`config.mk`:
```
export PLATFORM = sky130hd
export DESIGN_NAME = ir_packet_decoder
export DESIGN_NICKNAME = d
export VERILOG_FILES = /design/src/rtl/ir_packet_decoder.sv
export SDC_FILE = /design/constraint.sdc
export NUM_CORES = 1
export LEC_CHECK = 0
export BUFFER_PORTS_ARGS = -buffer_cell sky130_fd_sc_hd__buf_2
export CAP_MARGIN = 20
export CELL_PAD_IN_SITES_DETAIL_PLACEMENT = 0
export CELL_PAD_IN_SITES_GLOBAL_PLACEMENT = 1
export CORE_MARGIN = 1
export CORE_UTILIZATION = 44
export CTS_BUF_LIST = sky130_fd_sc_hd__clkbuf_16
export DETAILED_ROUTE_END_ITERATION = 12
export HOLD_SLACK_MARGIN = 0.02
export PLACE_DENSITY = 0.73
export SKIP_LAST_GASP = 1
export SLEW_MARGIN = 20
export SYNTH_ARGS = -nofsm -noshare
export SYNTH_HDL_FRONTEND = slang
export SYNTH_SLANG_ARGS = --single-unit
```
`constraint.sdc`:
```
create_clock -name CLK -period 1.9 [get_ports CLK]
set_input_delay 0.57 -clock CLK [delete_from_list [all_inputs] [get_ports CLK]]
set_output_delay 0.57 -clock CLK [all_outputs]
set_load 0.02 [all_outputs]
```
`src/rtl/ir_packet_decoder.sv`:
```
// IR frame decoder: counts carrier pulses per burst and walks the frame
// Start -> CarSelect -> Right -> Left -> Backward -> Forward into a 4-bit drive command.
module ir_packet_decoder #(
  parameter int GAP_CYCLES    = 2500,
  parameter int FRAME_TIMEOUT = 5000000,
  parameter int START_MIN     = 80,
  parameter int SELECT_MIN    = 18,
  parameter int SELECT_MAX    = 26,
  parameter int DEASSERT_MIN  = 18,
  parameter int ASSERT_MIN    = 36
) (
  input  logic       CLK,
  input  logic       RESET,
  input  logic       IR_IN,
  output logic [3:0] CMD,
  output logic       CMD_VALID,
  output logic       FRAME_ERR,
  output logic       BUSY
);

  localparam logic [23:0] GAP_C = 24'(GAP_CYCLES);
  localparam logic [23:0] TO_C  = 24'(FRAME_TIMEOUT);
  localparam logic [7:0]  START_N = 8'(START_MIN);
  localparam logic [7:0]  SELLO_N = 8'(SELECT_MIN);
  localparam logic [7:0]  SELHI_N = 8'(SELECT_MAX);
  localparam logic [7:0]  DEAS_N  = 8'(DEASSERT_MIN);
  localparam logic [7:0]  ASRT_N  = 8'(ASSERT_MIN);

  typedef enum logic [1:0] {IDLE, EXP_SELECT, EXP_BITS} state_t;

  state_t      state, state_nxt;
  logic [2:0]  sync;       // [1:0] synchroniser, [2] delayed copy for edge detect
  logic        rise;
  logic [7:0]  pulse_cnt;
  logic [23:0] gap_cnt;
  logic        burst_end, timeout;
  logic [1:0]  idx, idx_nxt;
  logic [3:0]  shift, shift_nxt;
  logic        cmd_load, err;

  assign rise      = sync[1] & ~sync[2];
  assign burst_end = (gap_cnt == GAP_C) && (pulse_cnt != 8'd0);
  assign timeout   = (gap_cnt == TO_C) && (state != IDLE) && !burst_end;
  assign BUSY      = (state != IDLE);

  always_ff @(posedge CLK or negedge RESET) begin
    if (!RESET) begin
      sync      <= '0;
      pulse_cnt <= '0;
      gap_cnt   <= '0;
    end else begin
      sync <= {sync[1:0], IR_IN};
      // A new edge landing on the closing cycle starts the next burst at 1
      if (burst_end)
        pulse_cnt <= rise ? 8'd1 : 8'd0;
      else if (rise && pulse_cnt != 8'hff)
        pulse_cnt <= pulse_cnt + 8'd1;
      if (rise)
        gap_cnt <= '0;
      else if (gap_cnt != 24'hffffff)
        gap_cnt <= gap_cnt + 24'd1;
    end
  end

  always_comb begin
    state_nxt = state;
    idx_nxt   = idx;
    shift_nxt = shift;
    cmd_load  = 1'b0;
    err       = 1'b0;
    case (state)
      IDLE: begin
        if (burst_end && pulse_cnt >= START_N) state_nxt = EXP_SELECT;
      end
      EXP_SELECT: begin
        if (burst_end) begin
          if (pulse_cnt >= SELLO_N && pulse_cnt <= SELHI_N) begin
            state_nxt = EXP_BITS;
            idx_nxt   = 2'd0;
          end else if (pulse_cnt < START_N) begin
            state_nxt = IDLE;
            err       = 1'b1;
          end
        end else if (timeout) begin
          state_nxt = IDLE;
          err       = 1'b1;
        end
      end
      EXP_BITS: begin
        if (burst_end) begin
          if (pulse_cnt >= START_N) begin
            state_nxt = EXP_SELECT;
          end else if (pulse_cnt < DEAS_N) begin
            state_nxt = IDLE;
            err       = 1'b1;
          end else begin
            shift_nxt[idx] = (pulse_cnt >= ASRT_N);
            if (idx == 2'd3) begin
              cmd_load  = 1'b1;
              state_nxt = IDLE;
            end else begin
              idx_nxt = idx + 2'd1;
            end
          end
        end else if (timeout) begin
          state_nxt = IDLE;
          err       = 1'b1;
        end
      end
      default: state_nxt = IDLE;
    endcase
  end

  always_ff @(posedge CLK or negedge RESET) begin
    if (!RESET) begin
      state     <= IDLE;
      idx       <= '0;
      shift     <= '0;
      CMD       <= '0;
      CMD_VALID <= 1'b0;
      FRAME_ERR <= 1'b0;
    end else begin
      state     <= state_nxt;
      idx       <= idx_nxt;
      shift     <= shift_nxt;
      if (cmd_load) CMD <= shift_nxt;
      CMD_VALID <= cmd_load;
      FRAME_ERR <= err;
    end
  end

endmodule

```
# Word level (Yosys, flattened, before mapping)
# Index checks and enable logic that the tools add are counted.
# word_totals
in_bits	3
ff_bits	49
output_inout_bits	7
# classes
n_reduce_logical	16
n_mux	42
order_cmp	8
n_bitwise	2
n_eq_ne	16
n_addsub	3
# op_table
operator	n
two-way mux 24 bit	2
two-way mux 2 bit	15
adder 24 x 1 -> 24 bit (second input constant)	1
== test 24 x 12 -> 1 bit (second input constant)	1
== test 24 x 23 -> 1 bit (second input constant)	1
!= test 24 bit (second input constant)	1
two-way mux 4 bit	4
two-way mux 8 bit	2
two-way mux 1 bit	14
!= test 2 bit (second input constant)	7
adder 8 x 1 -> 8 bit (second input constant)	1
greater-or-equal comparator 8 x 5 -> 1 bit (second input constant)	1
greater-or-equal comparator 8 x 6 -> 1 bit (second input constant)	1
greater-or-equal comparator 8 x 7 -> 1 bit (second input constant)	1
<= comparator 8 x 5 -> 1 bit (second input constant)	1
less-than comparator 8 x 5 -> 1 bit (second input constant)	1
less-than comparator 8 x 7 -> 1 bit (second input constant)	1
!= test 8 bit (second input constant)	1
nonzero test 2 bit	4
nonzero test 8 bit	1
logical AND 1 bit	7
AND reduction 7 bit	1
case mux 2 bit (3 select lines)	1
!= test 5 bit (second input constant)	1
other kinds (15)	16

# Depth between registers and ports, before layout
# Gate-level depths: netlist of run 1.
# depth
depth_word	9
ltp_mapped	9
ltp_nobuf	8

# Worst setup path before layout of run 1
# OpenSTA, ideal clock, no wires.
# synth_timing
kind	reg2reg
startpoint	reg gap_cnt[0]
endpoint	reg state[1]
path_slack_ns	-0.091
arrival_ns	1.873
required_ns	1.782
setup_ns	0.118
stages_incl_launch_ff	9
cell_sequence	dfrtp_1 > inv_1 > ha_1 > and4bb_2 > nand4_2 > or3_4 > a211oi_2 > o41ai_1 > a21o_1
# synth_between
elab_chain_len	7
word_cells_on_any_way	15
classes_between	eq/ne: 5; mux: 4; reduce/logical: 6
# synth_rtl
element	line_no	rtl
start, declared	35	logic [23:0] gap_cnt;
start signal, assigned	61	gap_cnt <= gap_cnt + 24'd1;
== test 24 x 12 -> 1 bit	42	assign burst_end = (gap_cnt == GAP_C) && (pulse_cnt != 8'd0);
logical AND 1 bit	42	
logical NOT 1 bit	43	assign timeout = (gap_cnt == TO_C) && (state != IDLE) && !burst_end;
logical AND 1 bit	43	
two-way mux 2 bit	--	
two-way mux 2 bit (on tied branches)	90, 76	
case mux 2 bit (3 select lines)	71	case (state)
end signal, assigned	123	state <= state_nxt;
end, declared	31	state_t state, state_nxt;
# Several ways; a longest one is shown, not always the timed one.
# A chain may end at the register's enable or synchronous reset.

# Worst setup path in the final report of run 1
# Ends and elaborated chain as after synthesis.

==> results of run 1 <==
-- worst max path at each step --
stage                         endpoint  slack, ns  cells past startpoint
2_1_floorplan  gap_cnt[21]$_DFFE_PN0P_      0.004                      7
3_3_place_gp      state[1]$_DFFE_PN0P_      -0.10                      8
3_5_place_dp      state[1]$_DFFE_PN0P_      -0.11                      8
4_1_cts           state[1]$_DFFE_PN0P_      -0.07                      8
5_1_grt           state[1]$_DFFE_PN0P_      -0.19                      8
6_report          state[1]$_DFFE_PN0P_      -0.09                      8
-- critical path, cell delays in order (launching register included) --
cell and delay, ns:
dfrtp_1 0.40, inv_2 0.09, ha_4 0.13, and4bb_2 0.24, nand4_4 0.13, or3_4 0.41, a211oi_4 0.21, o41ai_1 0.11
a21o_1 0.16
-- power by group --
part           switching [uW]  internal [uW]
clock                     373            479
combinational             328            264
sequential               99.9           1110
-- placed cells by master (no fill, tap or decap), drive strengths merged, types with 8 or more instances in the layout --
master,Yosys,routed
nor3,10,10
xor2,21,21
nand4,16,16
inv,14,14
and3,8,8
nand2,23,23
buf,3,79
o21ai,12,12
ha,13,13
nor2,40,40
nand3,16,16
dfrtp,48,48
-- registers in the layout (all words and copies together), names as in the netlist --
register   flops
CMD            4
CMD_VALID      1
FRAME_ERR      1
gap_cnt       24
idx            2
pulse_cnt      8
shift          3
state          2
sync           3
-- metrics by stage --
step                      instance area [sq um]  utilization [%]  instances  hold WS, ns  setup slack, ns
after floorplan                            2824                -        295       0.2744         0.004075
after CTS                                  3626            59.83        440       0.2771         -0.06532
after detailed placement                   3382            55.80        429       0.3432          -0.1053
after global routing                       3760            62.04        446       0.2847          -0.1869
final                                      3760            62.04        446       0.2572         -0.09322
after global placement                     3382            55.80        429       0.3372          -0.1029
-- synth_stat cells (2+ instances only) --
master / number / area (sq um)
nor4_2: 2 / 25.02
a31oi_1: 2 / 12.51
nor2b_1: 2 / 12.51
xnor2_1: 4 / 35.03
nor4_1: 3 / 18.77
a21oi_1: 5 / 25.02
nand2_1: 22 / 82.58
o31ai_1: 4 / 30.03
dfrtp_1: 48 / 1201
o21ai_0: 12 / 60.06
mux2i_1: 4 / 40.04
o211ai_1: 2 / 15.01
o41ai_1: 2 / 17.52
nor3_1: 9 / 45.04
ha_1: 13 / 162.7
clkbuf_1: 8 / 30.03
and4_1: 4 / 35.03
and3_1: 8 / 50.05
nor2_1: 39 / 146.4
xor2_1: 21 / 183.9
nand4_1: 14 / 87.58
buf_2: 2 / 10.01
nand3_1: 15 / 75.07
inv_1: 14 / 52.55
or3_1: 2 / 12.51
-- final cells by class --
type	instances	area, sq um	share of cell area (%)
clock buffers	5	125.1	3.328
clock inverters	3	13.76	0.3661
inverters	14	55.05	1.464
multi-input cells	222	1668	44.36
flip-flops and latches	48	1202	31.98
well taps	75	93.84	2.496
repair buffers	79	601.8	16.01
-- per-layer routing --
| layer | up-vias | routed length, um | GRT usage (%) |
|---|---|---|---|
| li1 | 1209 | - | - |
| met1 | 1189 | 3409 | 30.91 |
| met2 | 31 | 2996 | 33.06 |
| met3 | 4 | 147 | 3.444 |
| met4 | 0 | 48 | 7.193 |
| met5 | - | 0 | 0 |
-- logic make-up (layout without fill, tap and decap cells) --
family,Yosys count,in the layout,synth area share [%]
fa+ha+maj,13,13,5.778
compound gates,44,44,11.82
mux,5,5,1.822
xor+xnor,25,25,7.778
buf+inv,25,101,3.689
flops,48,48,42.67
simple gates,135,135,26.44
-- timing repair --
action | 4_1_cts | 5_1_grt
pin swaps | 4 | 15
endpoints found under the setup margin | 21 | 34
endpoints found under the hold margin | 0 | 0
hold buffers | 0 | 0
gates cloned | 0 | 0
buffers inserted | 3 | 7
resized for setup | 17 | 28
==> summary.md, run 1 <==
| Metric | Value |
|---|---|
| Max-slew violations | 0 |
| Overflow after GRT | 0 |
| Port buffer count | 9 |
| DP HPWL | about 4.6 mm |
| Reg clk slew, reported paths | 0.06 ns |
| Max-cap violations | 0 |
| Slew HR | 74.00% |
| Failing checks | negative setup slack |
| Wirelength per Cell | 14.80 um |
| Number of global-route vias before repair | 2352 |
| Worst VDD drop | 0.4438 mV |
| Register-to-Register Path Depth | 8 |
| Cell area power density | 704.7 mW/mm^2 |
| Filler Cell Count | 534 |
| Cell Rows | 28 |
| Top_reg_cell synth | dfrtp_1 |
| Final nets | 386 |
| Routed via count | 2433 |
| Synth Net Count | roughly 310 |
| Sink Count | 48 |
| Final Hold Fails | 0 |
| Fin crit share | 104.9% |
| CP arrival | ~2.2 ns |
| Yosys reg bits | 48 |
| R2r setup slk | -0.09 ns |
| Critical path launch point | gap_cnt[0]$_DFFE_PN0P_ |
| Buffer depth of the longest clock path | 2 |
| Fin Setup TNS | -0.2560 ns |
| Worst R2R Start | gap_cnt[0]$_DFFE_PN0P_ |
| Outcome | complete, but fails checks |
| Post-synthesis cell count | ~300 |
| GPL Wtd Cong | 0.8605 |
| Final setup fails | 5 |
| CP startpoint kind | flip-flop |
| Synthesized cell area | between 0.002 and 0.003 sq mm |
| Top-Level Pins | 10 |
| Synth async-reset ratio | 100.0% |
| Worst-Margin Slew | slightly below 0.4 ns |
| Initial Utilization | 46.45% |
| DIE WIDTH | 81.99 um |
| 1st-iter DRT viols | 103 |
| Largest net degree at the start of global routing | 49 |
| Synth-to-layout area growth | 33.56% |
| Core ar. | 0.006061 sq mm |
| # diodes | 0 |
| Max FO, Critical Path | 5 |
| Clk_skew | 0.003875 ns |
| Final wirelength | about 6.6 mm |
| Syn. warnings | 0 |
| Reg2reg end | state[1]$_DFFE_PN0P_ |
| Die height | 81.99 um |
| Share of cells above drive strength 1 | between 30% and 40% |
| Die area | 0.006722 sq mm |
| CTS Buf Count | 5 |
| Pleak | 0.001715 uW |
| # DRC | 0 |
| Post-route setup slack | -0.09322 ns |
| Post-Synthesis Mean Instance Area | 9.543 sq um |
| Final Total Pwr | between 2000 and 3000 uW |
| Clock Latency Late Sink | slightly below 0.3 ns |
| CTS tree | yes |
| Crit Path Class | reg2reg |
| Crit path capture type | flip-flop |
| First-pass GRT wire length | 10.98 mm |
| GR Util All Layers | a little over a fifth |
| Post-synth EDFFs | 0 |
| Root buf cell | clkbuf_16 |
| RSZ-0062 raised after global routing | true |
| Hold/Removal Path Class | in2async |
| Vias per cell | 5.455 |
| Initial antenna violation count | 0 |
| Min cycle time layout | 1.993 ns |
| Final ANT Viol Nets | 0 |
| Seq/Total Area, Yosys | 42.67% |
| Synth cell types | 59 |
| Critical path required time | 2.07 ns |
| First drt pass iteration count | 4 |
| H-tree levels | 2 |
| Fmax | 0.5017 GHz |
Power figures use the tool's default switching activity.
==> inputs of run 2 (changes only) <==
Settings changed: RECOVER_POWER from default to 25.
==> summary.md, run 2 (synthesized netlist as in run 1, its figures left out) <==
| Metric | Value |
|---|---|
| Outcome | complete, but fails checks |
| Failing checks | negative setup slack |
| Fin Setup TNS | -0.2523 ns (+0.003688 ns) |
| Final setup fails | 5 (unchanged) |
| Die area | 0.006722 sq mm (unchanged) |
| H-tree levels | 2 (unchanged) |
| Port buffer count | 9 (unchanged) |
| Top Registers | gap_cnt: 24 flops, pulse_cnt: 8 flops, CMD: 4 flops |
| Final instance area | 0.003745 sq mm (-0.40%) |
| Crit path capture type | flip-flop |
| Worst R2R Start | gap_cnt[0]$_DFFE_PN0P_ |
| Worst-path cell chain | inv_2 > ha_4 > and4bb_2 > nand4_4 > or3_4 > a211oi_4 > o41ai_1 > a21o_1 |
| GR Util All Layers | 21.61% (unchanged) |
| Crit-path slowest cell | dfrtp_1 |
| Register-to-Register Path Depth | 8 (unchanged) |
| Max-cap violations | 0 (unchanged) |
| Filler Cell Count | 536 (+0.37%) |
| Final Hold Fails | 0 (unchanged) |
| Final ANT Viol Nets | 0 (unchanged) |
| WHS | 0.3569 ns (+0.09976 ns) |
| Max-slew violations | 0 (unchanged) |
| CP endpoint | state[1]$_DFFE_PN0P_ |
| Top-Level Pins | 10 (unchanged) |
| CP startpoint kind | flip-flop |
| Worst VDD drop | 0.4437 mV (about the same) |
| Root buf cell | clkbuf_16 |
| Worst-Margin Slew | 1.187 ns (+0.8008 ns) |
| Post-route setup slack | -0.09171 ns (+0.001502 ns) |
| Critical path launch point | gap_cnt[0]$_DFFE_PN0P_ |
| RSZ-0062 raised after global routing | true |
| # DRC | 0 (unchanged) |
| # hold bufs at CTS | 0 (unchanged) |
| Vias per cell | 5.444 (-0.21%) |
| Most common cell after layout, fill and taps aside | buf_4 |
| Final core occ | 61.79% (-0.25 points) |
| Max FO, Critical Path | 5 (unchanged) |
| Reg with most FFs | gap_cnt |
| Clock Latency Late Sink | 0.29 ns (about the same) |
| Initial antenna violation count | 0 (unchanged) |
| Min cycle time layout | 1.992 ns (-0.001502 ns) |
| First-pass GRT wire length | 10.98 mm (unchanged) |
| 1st-iter DRT viols | 103 (unchanged) |
| Cell Rows | 28 (unchanged) |
| Share of cells above drive strength 1 | 35.04% (unchanged) |
| CTS tree | yes |
| Core ar. | 0.006061 sq mm (unchanged) |
| Reg2reg end | state[1]$_DFFE_PN0P_ |
| Synth-to-layout area growth | 33.02% |
| Crit Path Class | reg2reg |
| Overflow after GRT | 0 (unchanged) |
| Final nets | 386 (unchanged) |
| Sink Count | 48 (unchanged) |
| Fin crit share | 104.8% (about the same) |
| DP HPWL | 4.649 mm (unchanged) |
| First drt pass iteration count | 4 (unchanged) |
| Most frequent cells in the layout | buf_4, dfrtp_1, nor2_1, nand2_1, xor2_1 |
| Final wirelength | 6.597 mm (about the same) |
| Cell area power density | 706.5 mW/mm^2 (+0.25%) |
| Routed via count | 2428 (-0.21%) |
| Storage cell area | 0.001202 sq mm (unchanged) |
| Wirelength per Cell | 14.79 um (about the same) |
| Fmax | 0.5021 GHz (about the same) |
| DIE WIDTH | 81.99 um (unchanged) |
| Initial Utilization | 46.45% (unchanged) |
| GPL Wtd Cong | 0.8605 (unchanged) |
| Pleak | 0.001709 uW (-0.31%) |
| Hold/Removal Path Class | reg2reg |
| CTS Buf Count | 5 (unchanged) |
| Buffer depth of the longest clock path | 2 (unchanged) |
| Die height | 81.99 um (unchanged) |
| Slew HR | 20.83% (-53 points) |
| R2r setup slk | -0.09 ns (about the same) |
| Area post-placement | 0.003382 sq mm (unchanged) |
| CP arrival | 2.17 ns (about the same) |
| Largest net degree at the start of global routing | 49 (unchanged) |
| Clk_skew | 0.004090 ns (+0.0002154 ns) |
| Number of global-route vias before repair | 2352 (unchanged) |
| Critical path required time | 2.07 ns (about the same) |
| Multi-input logic area | 0.001668 sq mm (unchanged) |
| Flip-flop count of the largest register after layout | 24 (unchanged) |
| Largest stage delay on the critical path | 0.40 ns (about the same) |
| # diodes | 0 (unchanged) |
| Reg clk slew, reported paths | 0.06 ns (about the same) |
==> run 2: layout make-up <==
type	count	share of cell area [%]
Clock inverter	3	0.3675
Timing Repair Buffer	79	15.67
Inverter	14	1.470
Multi-Input combinational cell	222	44.54
Sequential cell	48	32.11
Tap cell	75	2.506
Clock buffer	5	3.341
==> run 2: through the flow <==
step | power [uW] | setup WS, ns | std cells
5_1_grt | 2776 | -0.1869 | 446
3_3_place_gp | 1737 | -0.1029 | 429
6_report | 2646 | -0.09171 | 446
2_1_floorplan | 1513 | 0.004075 | 295
3_5_place_dp | 1749 | -0.1053 | 429
4_1_cts | 2637 | -0.06532 | 440
==> run 2: timing repair <==
item / in CTS / in global routing
endpoints found under the setup margin: 21 / 34
resized for setup: 17 / 28
pin swaps: 4 / 15
buffers inserted: 3 / 7
==> run 2: how the worst min path moves through the flow <==
stage	slack (ns)	cells after the start	end	start
after floorplan	0.27	0	CMD[0]$_DFFE_PN0P_	RESET
after global placement	0.34	0	sync[1]$_DFF_PN0_	sync[0]$_DFF_PN0_
after detailed placement	0.34	0	sync[1]$_DFF_PN0_	sync[0]$_DFF_PN0_
after CTS	0.28	2	CMD[0]$_DFFE_PN0P_	RESET
after global routing	0.37	0	sync[1]$_DFF_PN0_	sync[0]$_DFF_PN0_
final	0.36	0	sync[1]$_DFF_PN0_	sync[0]$_DFF_PN0_
==> run 2: layer usage <==
| metal | vias to the layer above | track usage (%) | wire length (um) |
|---|---|---|---|
| met1 | 1184 | 30.91 | 3409 |
| li1 | 1210 | - | - |
| met3 | 4 | 3.444 | 146 |
| met5 | - | 0 | 0 |
| met2 | 30 | 33.06 | 2992 |
| met4 | 0 | 7.193 | 48 |
==> run 2: power breakdown <==
part           leakage (uW)  total (uW)  switching, uW  internal [uW]
logic              0.000989         588            327            260
clock network     0.0000710         852            373            479
registers          0.000649        1210            100           1110
total               0.00171        2650            800           1850
==> run 2: worst max-delay path: cells and delay by family (launching register included) <==
kind / cells / cell delay, ns
buf+inv: 1 / 0.09
compound gates: 3 / 0.48
simple gates: 3 / 0.77
fa+ha+maj: 1 / 0.13
flops: 1 / 0.40
